File: config.mk
export PLATFORM = sky130hd
export DESIGN_NAME = psum_axis_master
export DESIGN_NICKNAME = d
export VERILOG_FILES = /design/src/rtl/psum_axis_master.sv
export SDC_FILE = /design/constraint.sdc
export NUM_CORES = 1
export LEC_CHECK = 0
export ABC_AREA = 1
export BUFFER_PORTS_ARGS = -buffer_cell sky130_fd_sc_hd__buf_4
export CORE_UTILIZATION = 50
export DETAILED_ROUTE_END_ITERATION = 7
export PLACE_DENSITY = 0.76
export SLEW_MARGIN = 20
export SYNTH_ARGS = -nofsm -noshare
export SYNTH_HDL_FRONTEND = slang
export SYNTH_SLANG_ARGS = --single-unit
File: constraint.sdc
create_clock -name clk -period 9.04 [get_ports clk]
set_input_delay 1.808 -clock clk [delete_from_list [all_inputs] [get_ports clk]]
set_output_delay 1.808 -clock clk [all_outputs]
set_load 0.05 [all_outputs]
File: src/rtl/psum_axis_master.sv
// AXI-Stream master for packed partial sums: a small FIFO feeding a registered output stage,
// with overflow, almost_full, layer_done and beat-count status.
module psum_axis_master #(
    parameter int unsigned C_M_AXIS_TDATA_WIDTH = 32,
    parameter int unsigned FIFO_DEPTH           = 16,
    parameter int unsigned AF_MARGIN            = 4
) (
    input  logic                                clk,
    input  logic                                rst,
    input  logic                                in_valid,
    input  logic [C_M_AXIS_TDATA_WIDTH-1:0]     in_data,
    input  logic                                in_last,
    input  logic                                clear_status,
    output logic                                M_AXIS_TVALID,
    output logic [C_M_AXIS_TDATA_WIDTH-1:0]     M_AXIS_TDATA,
    output logic [(C_M_AXIS_TDATA_WIDTH/8)-1:0] M_AXIS_TSTRB,
    output logic                                M_AXIS_TLAST,
    input  logic                                M_AXIS_TREADY,
    output logic                                almost_full,
    output logic                                overflow,
    output logic                                layer_done,
    output logic [15:0]                         word_count
);

    localparam int unsigned DW = C_M_AXIS_TDATA_WIDTH;
    localparam int unsigned AW = $clog2(FIFO_DEPTH);
    localparam logic [AW:0] DEPTH_C  = (AW+1)'(FIFO_DEPTH);
    localparam logic [AW:0] MARGIN_C = (AW+1)'(AF_MARGIN);

    logic [DW:0]    mem [FIFO_DEPTH];
    logic [AW-1:0]  wr_ptr_q, rd_ptr_q;
    logic [AW:0]    occ_q, occ_d, mem_cnt, free_d;
    logic           out_valid_q, out_last_q;
    logic [DW-1:0]  out_data_q;
    logic           overflow_q, layer_done_q, almost_full_q;
    logic [15:0]    word_count_q;
    logic           pop, push, drop, full, load;

    assign full    = (occ_q == DEPTH_C);
    assign pop     = out_valid_q & M_AXIS_TREADY;
    assign push    = in_valid & (~full | pop);
    assign drop    = in_valid & full & ~pop;
    // Entries still in memory, excluding the one sitting in the output register.
    assign mem_cnt = occ_q - {{AW{1'b0}}, out_valid_q};
    assign load    = (mem_cnt != '0) & (~out_valid_q | pop);
    assign occ_d   = occ_q + {{AW{1'b0}}, push} - {{AW{1'b0}}, pop};
    assign free_d  = DEPTH_C - occ_d;

    always_ff @(posedge clk) begin
        if (push) begin
            mem[wr_ptr_q] <= {in_last, in_data};
        end
    end

    always_ff @(posedge clk or posedge rst) begin
        if (rst) begin
            wr_ptr_q      <= '0;
            rd_ptr_q      <= '0;
            occ_q         <= '0;
            out_valid_q   <= 1'b0;
            out_last_q    <= 1'b0;
            out_data_q    <= '0;
            overflow_q    <= 1'b0;
            layer_done_q  <= 1'b0;
            almost_full_q <= 1'b0;
            word_count_q  <= '0;
        end else begin
            occ_q         <= occ_d;
            almost_full_q <= (free_d <= MARGIN_C);
            layer_done_q  <= pop & out_last_q;
            if (push) begin
                wr_ptr_q <= wr_ptr_q + 1'b1;
            end
            if (load) begin
                rd_ptr_q                 <= rd_ptr_q + 1'b1;
                out_valid_q              <= 1'b1;
                {out_last_q, out_data_q} <= mem[rd_ptr_q];
            end else if (pop) begin
                out_valid_q <= 1'b0;
            end
            // A fresh drop outranks a clear; a clear outranks a pop.
            if (drop) begin
                overflow_q <= 1'b1;
            end else if (clear_status) begin
                overflow_q <= 1'b0;
            end
            if (clear_status) begin
                word_count_q <= '0;
            end else if (pop) begin
                word_count_q <= word_count_q + 16'd1;
            end
        end
    end

    assign M_AXIS_TVALID = out_valid_q;
    assign M_AXIS_TDATA  = out_data_q;
    assign M_AXIS_TLAST  = out_last_q;
    assign M_AXIS_TSTRB  = '1;
    assign almost_full   = almost_full_q;
    assign overflow      = overflow_q;
    assign layer_done    = layer_done_q;
    assign word_count    = word_count_q;

endmodule

# After elaboration in Yosys (flattened, before gate mapping)
# Memory sizes are Yosys's and may differ from the RTL's. A register that Yosys moved wholly into a read port is not among the register bits.
# Cells that the tools add are included.
dict set report totals {
  regBits 33
  latch_bits 0
  mem_bits_rw 528
  mem_bits_ro 0
  inputBits 38
  output_inout_bits 57
  memories 1
}
dict set report classes {
  addsub 7
  n_mul 0
  n_div 0
  n_lt_le_gt_ge 1
  eq_ne 1
  shift 0
  mux 8
  bitwise 11
  n_reduce_logical 4
}
# memory words word_bits rd rd_clocked_by_memory_dff wr line
set memory_table {}
lappend memory_table {mem 16 33 1 1 1 30} ;# logic [DW:0] mem [FIFO_DEPTH];
# operator n
set op_table {}
lappend op_table {{2-to-1 mux 16 bit} 2}
lappend op_table {{adder 16 x 1 -> 16 bit, second input constant} 1}
lappend op_table {{subtractor 5 x 1 -> 5 bit} 2}
lappend op_table {{adder 4 x 1 -> 4 bit, second input constant} 2}
lappend op_table {{AND 1 bit} 6}
lappend op_table {{2-to-1 mux 1 bit} 6}
lappend op_table {{nonzero test 2 bit} 3}
lappend op_table {{adder 5 x 1 -> 5 bit} 1}
lappend op_table {{== test 5 bit, second input constant} 1}
lappend op_table {{<= comparator 5 x 3 -> 1 bit, second input constant} 1}
lappend op_table {{nonzero test 5 bit} 1}
lappend op_table {{subtractor 5 bit, first input constant} 1}
lappend op_table {{inverter 1 bit} 3}
lappend op_table {{bitwise OR 1 bit} 2}

# Depth between registers and ports, before layout
dict set report depth {
  word_depth 8
  mapped_depth 17
}

# Worst setup path after synthesis
# Ideal clock, no wire load.
dict set report synth_timing {
  path_type {input to register}
  from {input M_AXIS_TREADY}
  to {memory mem[4][0] in the netlist's numbering, enable pin}
  setup_ns 0.464
  t_arrival_ns 4.515
  slack_ns 4.060
  stages 5
  path_buffers 1
  path_cell_list {nand2_1 > nand2_1 > nand2_2 > buf_2 > nor3_1}
}
dict set report synth_between {
  elab_chain_cells 5
}
# item line
set synth_lines {}
lappend synth_lines {{start, declared} 18} ;# input logic M_AXIS_TREADY,
lappend synth_lines {{AND 1 bit} 40} ;# assign pop = out_valid_q & M_AXIS_TREADY;
lappend synth_lines {{bitwise OR 1 bit} 41} ;# assign push = in_valid & (~full | pop);
lappend synth_lines {{AND 1 bit} 41}
lappend synth_lines {{2-to-1 mux 1 bit} 50} ;# if (push) begin
lappend synth_lines {{2-to-1 mux 1 bit (implied by the code)} 51} ;# mem[wr_ptr_q] <= {in_last, in_data};
lappend synth_lines {{end, declared} 30}
# No other way between the ends.

==> qor.yml <==
clock_tree:
  clkTransAtPathRegs_ns: 0.06
  cts_inserted_buffers: 57
  post_cts_resized: 0
  clock_sinks: 594
  h-tree-depth: 2
  cts-root-buf: "clkbuf_16"
  holdBufCountCts: 0
  clk_latency_ns: 0.62
  clockBufferDepth: 3
  tritoncts: "yes"
  post_cts_buffers: 0
logic_synthesis:
  syn_area_per_cell_um2: 10.3
  synthesis.instances: 2535
  synth_common_cells: "nand2_1, edfxtp_1, inv_1, nand3_1, dfrtp_1"
  ys.flop_type: "edfxtp_1"
  yosysMostFrequentCell: "nand2_1"
  yosys_warnings: 0
  synth-seq-cells: 594
  synth_area_leaders: "edfxtp_1, nand2_1, nand3_1"
  yosysSeqAreaShare_pct: 67.0
  synthArstFlopShare_pct: 11.1
  synth_area_leader_cell: "edfxtp_1"
  synth_edf_count: 528
  synth_top_area_share_pct: 60.7
  synth.distinct_cells: 38
  syn_area_um2: 26100
die:
  io_pins: 95
  die_w_um: 231
  rows: 83
  dieArea_um2: 53200
  design.core.area_um2: 51500
  initial_utilization_pct: 50.7
  fp.dieH_um: 231
global_routing:
  overflow: 0
  grt_pass1_wl_um: 93300
  track_usage_pct: 22.6
  grt_max_degree: 200
  grt_pass1_vias: 17400
  antenna_found_initial: 0
drt:
  drc: 0
  postRouteAntennaNets: 0
  first_iter_violations: 1899
  vias: 17600
  viasPerCell: 5.29
  drt-pass1-iter-count: 7
  wl_per_cell_um: 17.9
  routed_wl_um: 59500
sta:
  maxSlewViolCount: 0
  fmaxAchievable_ghz: 0.261
  rsz0062_at_grt: "false"
  period_minus_slack_ns: 3.83
  setup_viol: 0
  slew_headroom_pct: 26.2
  fin_crit_sh_pct: 42.4
  tns_ns: 0
  tightest_slew_ns: 1.11
  hold_viol_final: 0
  finalClockSkew_ns: 0.0114
setup_path:
  critPathTopFamily: "buffers and inverters"
  cp-start-kind: "register"
  crit_chain: "buf_4 > buf_4 > or2_2 > nand3_1 > nand3_1 > nand3_1 > nand2_1 > nand2_1 > nand2_1"
  critPathSlowestCell: "dfrtp_4"
  end_kind: "register"
  cp_max_fo: 107
  arrival_ns: 4.38
  cpPeakStageDelay_ns: 1.10
  required_ns: 9.59
  path_class: "register to register"
  path_buf_inv: 2
placement:
  gp_congestion: 0.827
  dp_hpwl_um: 32000
  port_buffers: 90
worst_hold_path:
  worstHoldPathType: "register to register"
power_and_ir_drop:
  p_per_area_nw_per_um2: 307
  power_mw: 8.99
  peakVddDrop_mv: 0.308
  leakagePower_nw: 12.8
layout:
  area_growth_pct: 12.1
  diodes: 0
  num-nets-final: 2651
  drive_gt1_share_pct: 11.3
run_status:
  status: "completed"
flow_run:
  cap_violations: 0
-- flip-flops by register name, indices dropped and copies added, names as in the netlist, 4 cells and up --
| register | count |
|---|---|
| M_AXIS_TDATA | 32 |
| mem | 528 |
| occ_q | 5 |
| rd_ptr_q | 4 |
| word_count | 16 |
| wr_ptr_q | 4 |
-- metrics by stage --
stage                     instances  hold WS [ns]  utilization [%]  instance area [µm²]  worst slack (ns)
after global placement         3215         0.466             53.0                27300              4.60
after global routing           3326         0.513             56.9                29300              4.94
after floorplan                2538         0.483                -                26100              4.06
after CTS                      3325         0.485             56.8                29300              5.16
after detailed placement       3218         0.469             53.1                27400              4.54
final                          3326         0.479             56.9                29300              5.21
-- worst paths after layout --
| path | start | end | slack [ns] | cells past startpoint |
|---|---|---|---|---|
| max | rd_ptr_q[0]$_DFFE_PP0P_ | M_AXIS_TDATA[7]$_DFFE_PP0P_ | 5.21 | 9 |
| min | M_AXIS_TDATA[11]$_DFFE_PP0P_ | M_AXIS_TDATA[11]$_DFFE_PP0P_ | 0.48 | 2 |
| max reg2reg | rd_ptr_q[0]$_DFFE_PP0P_ | M_AXIS_TDATA[7]$_DFFE_PP0P_ | 5.21 | 9 |
| min reg2reg | M_AXIS_TDATA[11]$_DFFE_PP0P_ | M_AXIS_TDATA[11]$_DFFE_PP0P_ | 0.48 | 2 |
| max in group asynchronous | rst | rd_ptr_q[0]$_DFFE_PP0P_ | 7.08 | 3 |
| min in group asynchronous | rst | layer_done$_DFF_PP0_ | 1.40 | 3 |
-- layout make-up --
class / instances / area (µm²)
Inverter: 504 / 1910
Sequential cell: 594 / 17500
Fill cell: 4072 / 22200
Clock inverter: 29 / 330
Timing Repair Buffer: 124 / 1000
Tap cell: 680 / 851
Clock buffer: 78 / 1560
Multi-Input combinational cell: 1317 / 6130
-- tightest hold or removal path: cells and delay by family (launching register included) --
kind / cells / cell delay (ns)
simple gates: 2 / 0.10
flops: 1 / 0.34
-- cell families after synthesis --
group / after synthesis / synth area share [%]
flip-flops: 594 / 67.0
adder cells (fa/ha/maj): 15 / 0.747
AND/OR/NAND/NOR: 1264 / 21.4
XOR/XNOR: 11 / 0.369
AO/OA/AOI/OAI: 23 / 0.546
other: 1 / 0.0144
buffers and inverters: 627 / 9.95
-- cells in the final DEF (no fill, tap or decap), types with 8 or more instances in the layout --
cell / instances
nand2_1: 658
edfxtp_1: 528
inv_1: 498
nand3_1: 477
buf_4: 119
dfrtp_1: 62
or2_2: 60
clkbuf_16: 57
nor2_1: 26
clkbuf_1: 16
ha_1: 14
nor3_2: 11
clkinv_2: 10
xor2_1: 9
clkinv_1: 9
o21ai_0: 8
a21oi_1: 8
-- metal layers --
metal  GRT usage [%]  vias to the layer above  wire length [µm]
met3            3.41                      132              4860
li1                -                     8258                 -
met4            8.22                        0              1790
met5               0                        -                 0
met2            38.3                      772             29000
met1            29.5                     8447             23900
-- power breakdown --
part	switching, mW	total (mW)	internal, mW	leakage, nW
registers	0.275	3.62	3.35	5.59
clock network	1.01	2.42	1.40	0.916
logic	2.07	2.95	0.883	6.27
total	3.36	8.99	5.63	12.8
Note: power is estimated with default switching activity, not from simulation.
